[config.mk]
export PLATFORM = sky130hd
export DESIGN_NAME = gcd_bist
export DESIGN_NICKNAME = d
export VERILOG_FILES = /design/src/rtl/gcd_bist_pkg.sv /design/src/rtl/gcd_bist.sv
export SDC_FILE = /design/constraint.sdc
export NUM_CORES = 1
export LEC_CHECK = 0
export ABC_AREA = 1
export CORE_MARGIN = 5
export CORE_UTILIZATION = 51
export CTS_CLUSTER_DIAMETER = 200
export DETAILED_ROUTE_END_ITERATION = 8
export GPL_TIMING_DRIVEN = 0
export PLACE_DENSITY = 0.85
export SYNTH_ARGS = -nofsm -noshare
export SYNTH_HDL_FRONTEND = slang
export SYNTH_SLANG_ARGS = --single-unit
export TNS_END_PERCENT = 50
[constraint.sdc]
create_clock -name clock -period 2.6 [get_ports clock]
set_input_delay 0.52 -clock clock [delete_from_list [all_inputs] [get_ports clock]]
set_output_delay 0.52 -clock clock [all_outputs]
set_load 0.02 [all_outputs]
[src/rtl/gcd_bist_pkg.sv]
// Shared definitions for the GCD built-in self-test sequencer:
// state encoding and default run parameters.
package gcd_bist_pkg;

    localparam int DEF_WIDTH   = 8;
    localparam int DEF_NTESTS  = 8;
    localparam int DEF_TIMEOUT = 255;

    typedef enum logic [2:0] {
        IDLE,
        FETCH,
        LOAD,
        RUN,
        CHECK,
        DONE
    } state_t;

endpackage

[src/rtl/gcd_bist.sv]
// BIST sequencer: walks an external registered vector ROM, drives a GCD core
// per vector, bounds each run by TIMEOUT and accumulates pass/fail status.
module gcd_bist
    import gcd_bist_pkg::*;
#(
    parameter int WIDTH   = DEF_WIDTH,
    parameter int NTESTS  = DEF_NTESTS,
    parameter int TIMEOUT = DEF_TIMEOUT,
    localparam int IW     = (NTESTS > 1) ? $clog2(NTESTS) : 1
) (
    input  logic             clock,
    input  logic             reset_n,
    input  logic             go,
    output logic [IW-1:0]    vec_addr,
    input  logic [WIDTH-1:0] vec_a,
    input  logic [WIDTH-1:0] vec_b,
    input  logic [WIDTH-1:0] vec_y,
    output logic             core_reset,
    output logic             core_start,
    output logic [WIDTH-1:0] core_a,
    output logic [WIDTH-1:0] core_b,
    input  logic [WIDTH-1:0] core_outp,
    input  logic             core_done,
    output logic             busy,
    output logic             finished,
    output logic             passed,
    output logic [IW:0]      fail_count,
    output logic [IW-1:0]    first_fail,
    output logic [7:0]       last_cycles
);

    localparam int CW = $clog2(TIMEOUT + 1);
    localparam logic [IW-1:0] LAST = IW'(NTESTS - 1);

    state_t          state, state_next;
    logic [IW-1:0]   index;
    logic [CW-1:0]   cnt, cnt_next;
    logic [WIDTH-1:0] y_ref;
    logic            timed_out;
    logic            run_exit;
    logic            fail;
    logic [7:0]      cnt_sat;

    assign vec_addr = index;
    assign cnt_next = cnt + 1'b1;
    // completion wins over timeout when both land in the same RUN cycle
    assign run_exit = core_done || (cnt_next == CW'(TIMEOUT));
    assign fail     = timed_out || (core_outp != y_ref);

    always_comb begin
        cnt_sat = 8'(cnt);
        if (32'(cnt) > 32'd255) cnt_sat = 8'hFF;
    end

    always_comb begin
        state_next = state;
        busy       = 1'b0;
        core_reset = 1'b0;
        core_start = 1'b0;
        case (state)
            IDLE, DONE: begin
                core_reset = 1'b1;
                if (go) state_next = FETCH;
            end
            FETCH: begin
                busy       = 1'b1;
                state_next = LOAD;
            end
            LOAD: begin
                busy       = 1'b1;
                core_reset = 1'b1;
                state_next = RUN;
            end
            RUN: begin
                busy       = 1'b1;
                core_start = 1'b1;
                if (run_exit) state_next = CHECK;
            end
            CHECK: begin
                busy       = 1'b1;
                state_next = (index == LAST) ? DONE : FETCH;
            end
            default: state_next = IDLE;
        endcase
    end

    always_ff @(posedge clock or negedge reset_n) begin
        if (!reset_n) begin
            state       <= IDLE;
            index       <= '0;
            cnt         <= '0;
            core_a      <= '0;
            core_b      <= '0;
            y_ref       <= '0;
            timed_out   <= 1'b0;
            finished    <= 1'b0;
            passed      <= 1'b0;
            fail_count  <= '0;
            first_fail  <= '0;
            last_cycles <= '0;
        end else begin
            state <= state_next;
            case (state)
                IDLE, DONE: begin
                    if (go) begin
                        fail_count <= '0;
                        passed     <= 1'b1;
                        finished   <= 1'b0;
                        index      <= '0;
                    end
                end
                LOAD: begin
                    core_a <= vec_a;
                    core_b <= vec_b;
                    y_ref  <= vec_y;
                    cnt    <= '0;
                end
                RUN: begin
                    cnt       <= cnt_next;
                    timed_out <= !core_done;
                end
                CHECK: begin
                    last_cycles <= cnt_sat;
                    if (fail) begin
                        fail_count <= fail_count + 1'b1;
                        passed     <= 1'b0;
                        if (fail_count == '0) first_fail <= index;
                    end
                    if (index == LAST) finished <= 1'b1;
                    else               index    <= index + 1'b1;
                end
                default: ;
            endcase
        end
    end

endmodule
# Word level (Yosys, flattened, before mapping)
# Cells that the tools add are included.
[totals]
regBits = 56
latchBits = 0
ram_bits = 0
mem_bits_ro = 0
wordCells = 63
n_memories = 0
[classes]
add_sub_neg = 3
mul = 0
div_mod_pow = 0
magnitude_cmp = 0
eq_ne = 13
shifts = 0
muxes = 20
bitwise = 0
n_reduce_logical = 15
[ops]
columns = ["cell", "n"]
rows = [
  ["one-hot mux 8 bit (2 select lines)", 1],
  ["two-way mux 3 bit", 5],
  ["one-hot mux 3 bit (5 select lines)", 1],
  ["AND reduction 3 bit", 4],
  ["!= test 2 bit (second input constant)", 5],
  ["equality test 3 bit (second input constant)", 3],
  ["adder 8 x 1 -> 8 bit (second input constant)", 1],
  ["equality test 8 bit (second input constant)", 1],
  ["two-way mux 4 bit", 2],
  ["!= test 8 bit", 1],
  ["one-hot mux 4 bit (2 select lines)", 1],
  ["two-way mux 1 bit", 7],
  ["equality test 3 x 2 -> 1 bit (second input constant)", 2],
  ["one-hot mux 3 bit (2 select lines)", 1],
  ["adder 4 x 1 -> 4 bit (second input constant)", 1],
  ["logical NOT 4 bit", 1],
  ["one-hot mux 1 bit (2 select lines)", 2],
  ["nonzero test 2 bit", 2],
  ["OR reduction 4 bit", 1],
  ["adder 3 x 1 -> 3 bit (second input constant)", 1],
  ["equality test 3 x 1 -> 1 bit (second input constant)", 1],
  ["logical NOT 3 bit", 1],
  ["OR reduction 3 bit", 1],
  ["logical OR 1 bit", 2],
  ["3 further kinds", 3],
]

# Longest topological paths before layout
# Gate-level depths: netlist of run 1.
[logic_depth]
depth_word = 5
mapped_depth = 12
depth_no_buf = 12

# Worst setup path before layout of run 1
# OpenSTA, ideal clock, no wires.
[synth_path]
path_kind = "flip-flop to output port"
from = "register state[0]"
to = "output busy"
t_arrival_ns = 1.184
required_time_ns = 2.080
setup_slack_ns = 0.896
stages_incl_launch_ff = 5
n_path_buf = 0
cell_sequence = "dfrtp_1 inv_1 nor3_4 inv_2 nand3_1"
[synth_between]
elab_chain_len = 3
[synth_lines]
columns = ["element", "line", "rtl"]
rows = [
  ["start: declaration", "gcd_bist.sv:35", "state_t state, state_next;"],
  ["start signal: assignment", "gcd_bist.sv:102", "state <= state_next;"],
  ["equality test 3 x 2 -> 1 bit, or another cell as far along", "gcd_bist.sv:60", "case (state)"],
  ["OR reduction 4 bit (no line) (*)", "n/a", ""],
  ["two-way mux 1 bit (*)", "gcd_bist.sv:60", ""],
  ["end: declaration", "gcd_bist.sv:24", "output logic busy,"],
]
# Mark *: on every way between the ends. The rest lies on a longest branch, timed or not.

# Worst setup path after layout of run 1
[layout_path]
from = "register state[2]"
to = "output busy"
# Same word-level chain as after synthesis.

==> impl_summary.md, run 1 <==
Power
The worst voltage drop across the vdd grid is approximately 0.57 mV. The standby leakage power is 1.691 nW. For this design the ratio of total power to cell area is 1016 mW/mm^2.

GRT
In the global route stage, overall resource usage came out at about a fifth. The largest net degree at the start of global routing is 42. The global-route track usage on met1 is a little over a fifth. The layer carrying the most global-route usage is met2. For this run the aggregate overflow at the end of global routing stands at 0. The number of antenna violations at the first check in global routing was 0.

The first global-routing pass estimated 9563 um of wire. The global routing met3 resource utilization is 7.346%. Global routing used 32.23% of the available met2 tracks.

The via count of the first global-routing pass is 2192.

Die
In this run the core area contains 26 standard-cell rows. The die is 81.75 um wide. The initial utilization of the core area, before any placement, comes to 52.06%. The number of primary I/O pins is 75. The core region is 0.005042 mm^2.

The die span in y is 81.75 um. The total die area is 0.006682 mm^2.

Final layout
The final-layout fill cell count is 407. For this run, the post-layout net count is approximately 440. Once layout is complete, the utilization of the core stands at 70.55%. The number of standard cells in the final layout excluding fillers is 471. In the final layout, the share of cells above drive strength 1 is 5.486%.

0 antenna diodes ended up in the layout. The area added between synthesis and finish is 35.51%.

Critical path
Counting both buffers and inverters, the worst setup path holds a total of 3. The largest stage delay on the critical path is 0.48 ns. Data arrives at the worst endpoint at 1.88 ns. By instance count, the cell type seen most on the critical path is sky130_fd_sc_hd__nor2_1. The worst setup path is launched from a flip-flop.

The startpoint-to-endpoint class of the critical path is reg -> out. The cell with the largest stage delay on the worst path is sky130_fd_sc_hd__dfrtp_1. On the critical path the largest part of the delay comes from buffers and inverters. In this run the worst path has a maximum fanout of 10. STA puts the critical path data required time at 2.08 ns. Traced cell by cell, the critical path runs through nor2_1, inv_1, nor2_1, buf_2, nor2_1, nand3_1, dlygate4sd2_1.

The capturing element type of the critical path is a primary output.

Drt
The iteration count of the initial detailed-routing pass is 4. In the final routed layout, each cell accounts on average for 11.72 um. The post-route antenna net violation count is 0.

The via density per instance is 4.724. For this block, the via count after detailed routing is 2225. After detailed routing, the number of remaining DRC violations is 0. Summed over all layers, the routed wires come to 5520 um. The violation count after the first detailed-route iteration is 98.

Run status
The run finished with clean final reports.

Placed design
Summed over all nets, the half-perimeter wirelength after detailed placement is approximately 4200 um. The number of placed instances, taps included, is 463. The final estimated routing congestion in global placement is ~0.82. The worst setup slack before clock tree synthesis is between 0.2 and 0.25 ns.

In this run the tool buffered the top-level ports with 74 buffer cells.

Clock tree
The H-tree generated during clock tree synthesis spans 2 levels. The total clock sinks is 56. No sink is reached through more buffers than the 2 on the longest clock path. The number of buffers inserted during clock tree synthesis is 5.

Clock-pin slew was measured on the worst setup and hold paths at 0.09 ns. TritonCTS built the clock tree. In this run the clock root is driven by a sky130_fd_sc_hd__clkbuf_8.

The number of buffers added for setup after CTS is 0. Buffers inserted to repair hold after CTS numbered 0. The later pin in the worst-skew pair is clocked with a latency of 0.30 ns.

STA
Setup repair after global routing left no endpoint under its margin. The final worst-path cycle share is roughly 92%. The worst slew margin relative to its limit is 73.43%. The number of max-slew violations in the final report is 0. Setup slack on the critical path of the routed design comes to 0.2038 ns. At the pin with the least slew margin, the transition time is ~0.40 ns.

The minimum hold slack is 0.1220 ns. The final number of hold-violating endpoints is 0. The clock arrives with ~0.011 ns of skew. The fmax is 0.4173 GHz.

The final critical-path required period is 2.396 ns. Setup violations remaining at the end of the flow were counted as 0.

Logic synthesis
The cell area after technology mapping is around 0.0026 mm^2. Sequential cells were found to cover 53.38% of the synthesized design area. The number of nets handed over by synthesis was 360. The number of standard cells after synthesis is 318. The count of unique library cells instantiated by Yosys is 28. The Yosys step of the flow raised 0 warnings. The mean instance size in the synthesized netlist is slightly above 8 um^2. The flip-flop and latch count after synthesis is 56.

The largest total area in the synthesized netlist belongs to sky130_fd_sc_hd__dfrtp_1. After synthesis, the cell types taking the most area are sky130_fd_sc_hd__dfrtp_1 (53%), sky130_fd_sc_hd__nand2_1 (18%), sky130_fd_sc_hd__o21ai_0 (5.5%), sky130_fd_sc_hd__inv_1 (4.4%), sky130_fd_sc_hd__ha_1 (2.9%). The top-area cell type share of the netlist area is 53.38%.

Job
Across the run, the number of max-cap violations was 0.

Worst hold path
In this run the worst hold path is classified as in -> async.
[synth_stat cells (all sizes together)]
library cell and number:
nand2 129, dfrtp 56, inv 33, o21ai 32, nor2 17, nand3 13
ha 6, o22ai 5, clkbuf 4, or2 4, xor2 4, buf 3
nand4 3, nor3 2, o21bai 2, clkinv 1, nor3b 1, nor4 1
o21a 1, xnor2 1
[stage by stage]
step	setup TNS (ns)	power (W)	area, um^2
2_1_floorplan	0	0.002440	2625
3_3_place_gp	-36.95	0.003133	3453
3_5_place_dp	0	0.003185	3468
4_1_cts	0	0.003660	3557
5_1_grt	0	0.003927	3557
6_report	0	0.003614	3557
[power by group]
group / leakage (nW) / internal, W / total [W] / switching, W
clock network: 0.0455 / 0.000218 / 0.000478 / 0.000260
logic: 0.918 / 0.000735 / 0.00176 / 0.00102
registers: 0.727 / 0.00117 / 0.00138 / 0.000206
[final cells by class]
class	instances	area (um^2)	share of cell area, %
flip-flops and latches	56	1401	39.39
multi-input cells	221	1060	29.79
repair buffers	75	754.5	21.21
inverters	34	127.6	3.588
clock buffers	8	90.09	2.533
well taps	70	87.58	2.462
plain buffers	7	36.28	1.020
[per-layer routing]
layer | vias to the layer above | share of wire, %
met5 | - | 0
met4 | 0 | 1.4
met3 | 8 | 9.6
met2 | 71 | 48
met1 | 988 | 41
li1 | 1158 | -
[what timing repair did]
item / in CTS / in global routing
gates resized for setup: 1 / 0
hold endpoints to repair: 0 / 0
endpoints found under the setup margin: 1 / 0
[logic make-up (layout without fill, tap and decap cells)]
kind of cell | after synthesis | in the layout | share of synthesized area [%]
AND/OR/NAND/NOR | 170 | 170 | 27.69
XOR/XNOR | 5 | 5 | 1.668
adder cells (fa/ha/maj) | 6 | 6 | 2.860
buffers and inverters | 41 | 124 | 6.244
flip-flops | 56 | 56 | 53.38
AO/OA/AOI/OAI | 40 | 40 | 8.150
[layout by cell type (no fill, tap or decap)]
cell type                         instances
sky130_fd_sc_hd__xnor2_1                  1
sky130_fd_sc_hd__clkdlybuf4s50_1         72
sky130_fd_sc_hd__o21a_1                   1
sky130_fd_sc_hd__o21ai_1                  3
sky130_fd_sc_hd__nand2_1                126
sky130_fd_sc_hd__or2_1                    1
sky130_fd_sc_hd__clkbuf_1                 6
sky130_fd_sc_hd__clkbuf_8                 6
sky130_fd_sc_hd__o21ai_0                 29
sky130_fd_sc_hd__or2_2                    3
sky130_fd_sc_hd__nor3_1                   1
sky130_fd_sc_hd__xor2_1                   4
sky130_fd_sc_hd__buf_12                   1
sky130_fd_sc_hd__nand3_1                 13
sky130_fd_sc_hd__nor3b_1                  1
sky130_fd_sc_hd__buf_6                    1
sky130_fd_sc_hd__nor2_1                  16
sky130_fd_sc_hd__dlygate4sd2_1            1
sky130_fd_sc_hd__dfrtp_1                 56
sky130_fd_sc_hd__nor4_4                   1
sky130_fd_sc_hd__nor2_4                   1
sky130_fd_sc_hd__ha_1                     6
sky130_fd_sc_hd__nand4_1                  3
sky130_fd_sc_hd__inv_2                    2
sky130_fd_sc_hd__o21bai_1                 2
sky130_fd_sc_hd__nor3_4                   1
sky130_fd_sc_hd__buf_2                    3
sky130_fd_sc_hd__clkinv_1                 1
sky130_fd_sc_hd__inv_1                   31
sky130_fd_sc_hd__nand2_2                  2
sky130_fd_sc_hd__o22ai_1                  5
sky130_fd_sc_hd__nand2_4                  1
[state kept, by name, indices dropped and copies added (netlist names)]
register     cells
cnt              8
core_a           8
core_b           8
last_cycles      8
y_ref            8
fail_count       4
first_fail       3
state            3
vec_addr         3
finished         1
passed           1
timed_out        1
[path summary, 6_finish.rpt]
path	start	endpoint	slack, ns	cells past startpoint
setup / recovery	state[2]	busy	0.20	7
hold / removal	reset_n	vec_addr[2]	0.12	1
setup reg to reg	state[1]	vec_addr[0]	0.95	6
hold reg to reg	core_b[5]	core_b[5]	0.48	2
min in group clock	core_b[5]	core_b[5]	0.48	2
max in group asynchronous	reset_n	fail_count[1]	1.96	2
No activity file was read; power rests on OpenSTA's default activity.
==> run 2: changes to the inputs <==
--- a/config.mk
+++ b/config.mk
@@ -9,7 +9,9 @@
 export CORE_MARGIN = 5
 export CORE_UTILIZATION = 51
 export CTS_CLUSTER_DIAMETER = 200
+export CTS_CLUSTER_SIZE = 14
 export DETAILED_ROUTE_END_ITERATION = 8
+export GPL_ROUTABILITY_DRIVEN = 0
 export GPL_TIMING_DRIVEN = 0
 export PLACE_DENSITY = 0.85
 export SYNTH_ARGS = -nofsm -noshare
==> results of run 2 <==
Final layout, timing and power as in run 1 (identical DEF).
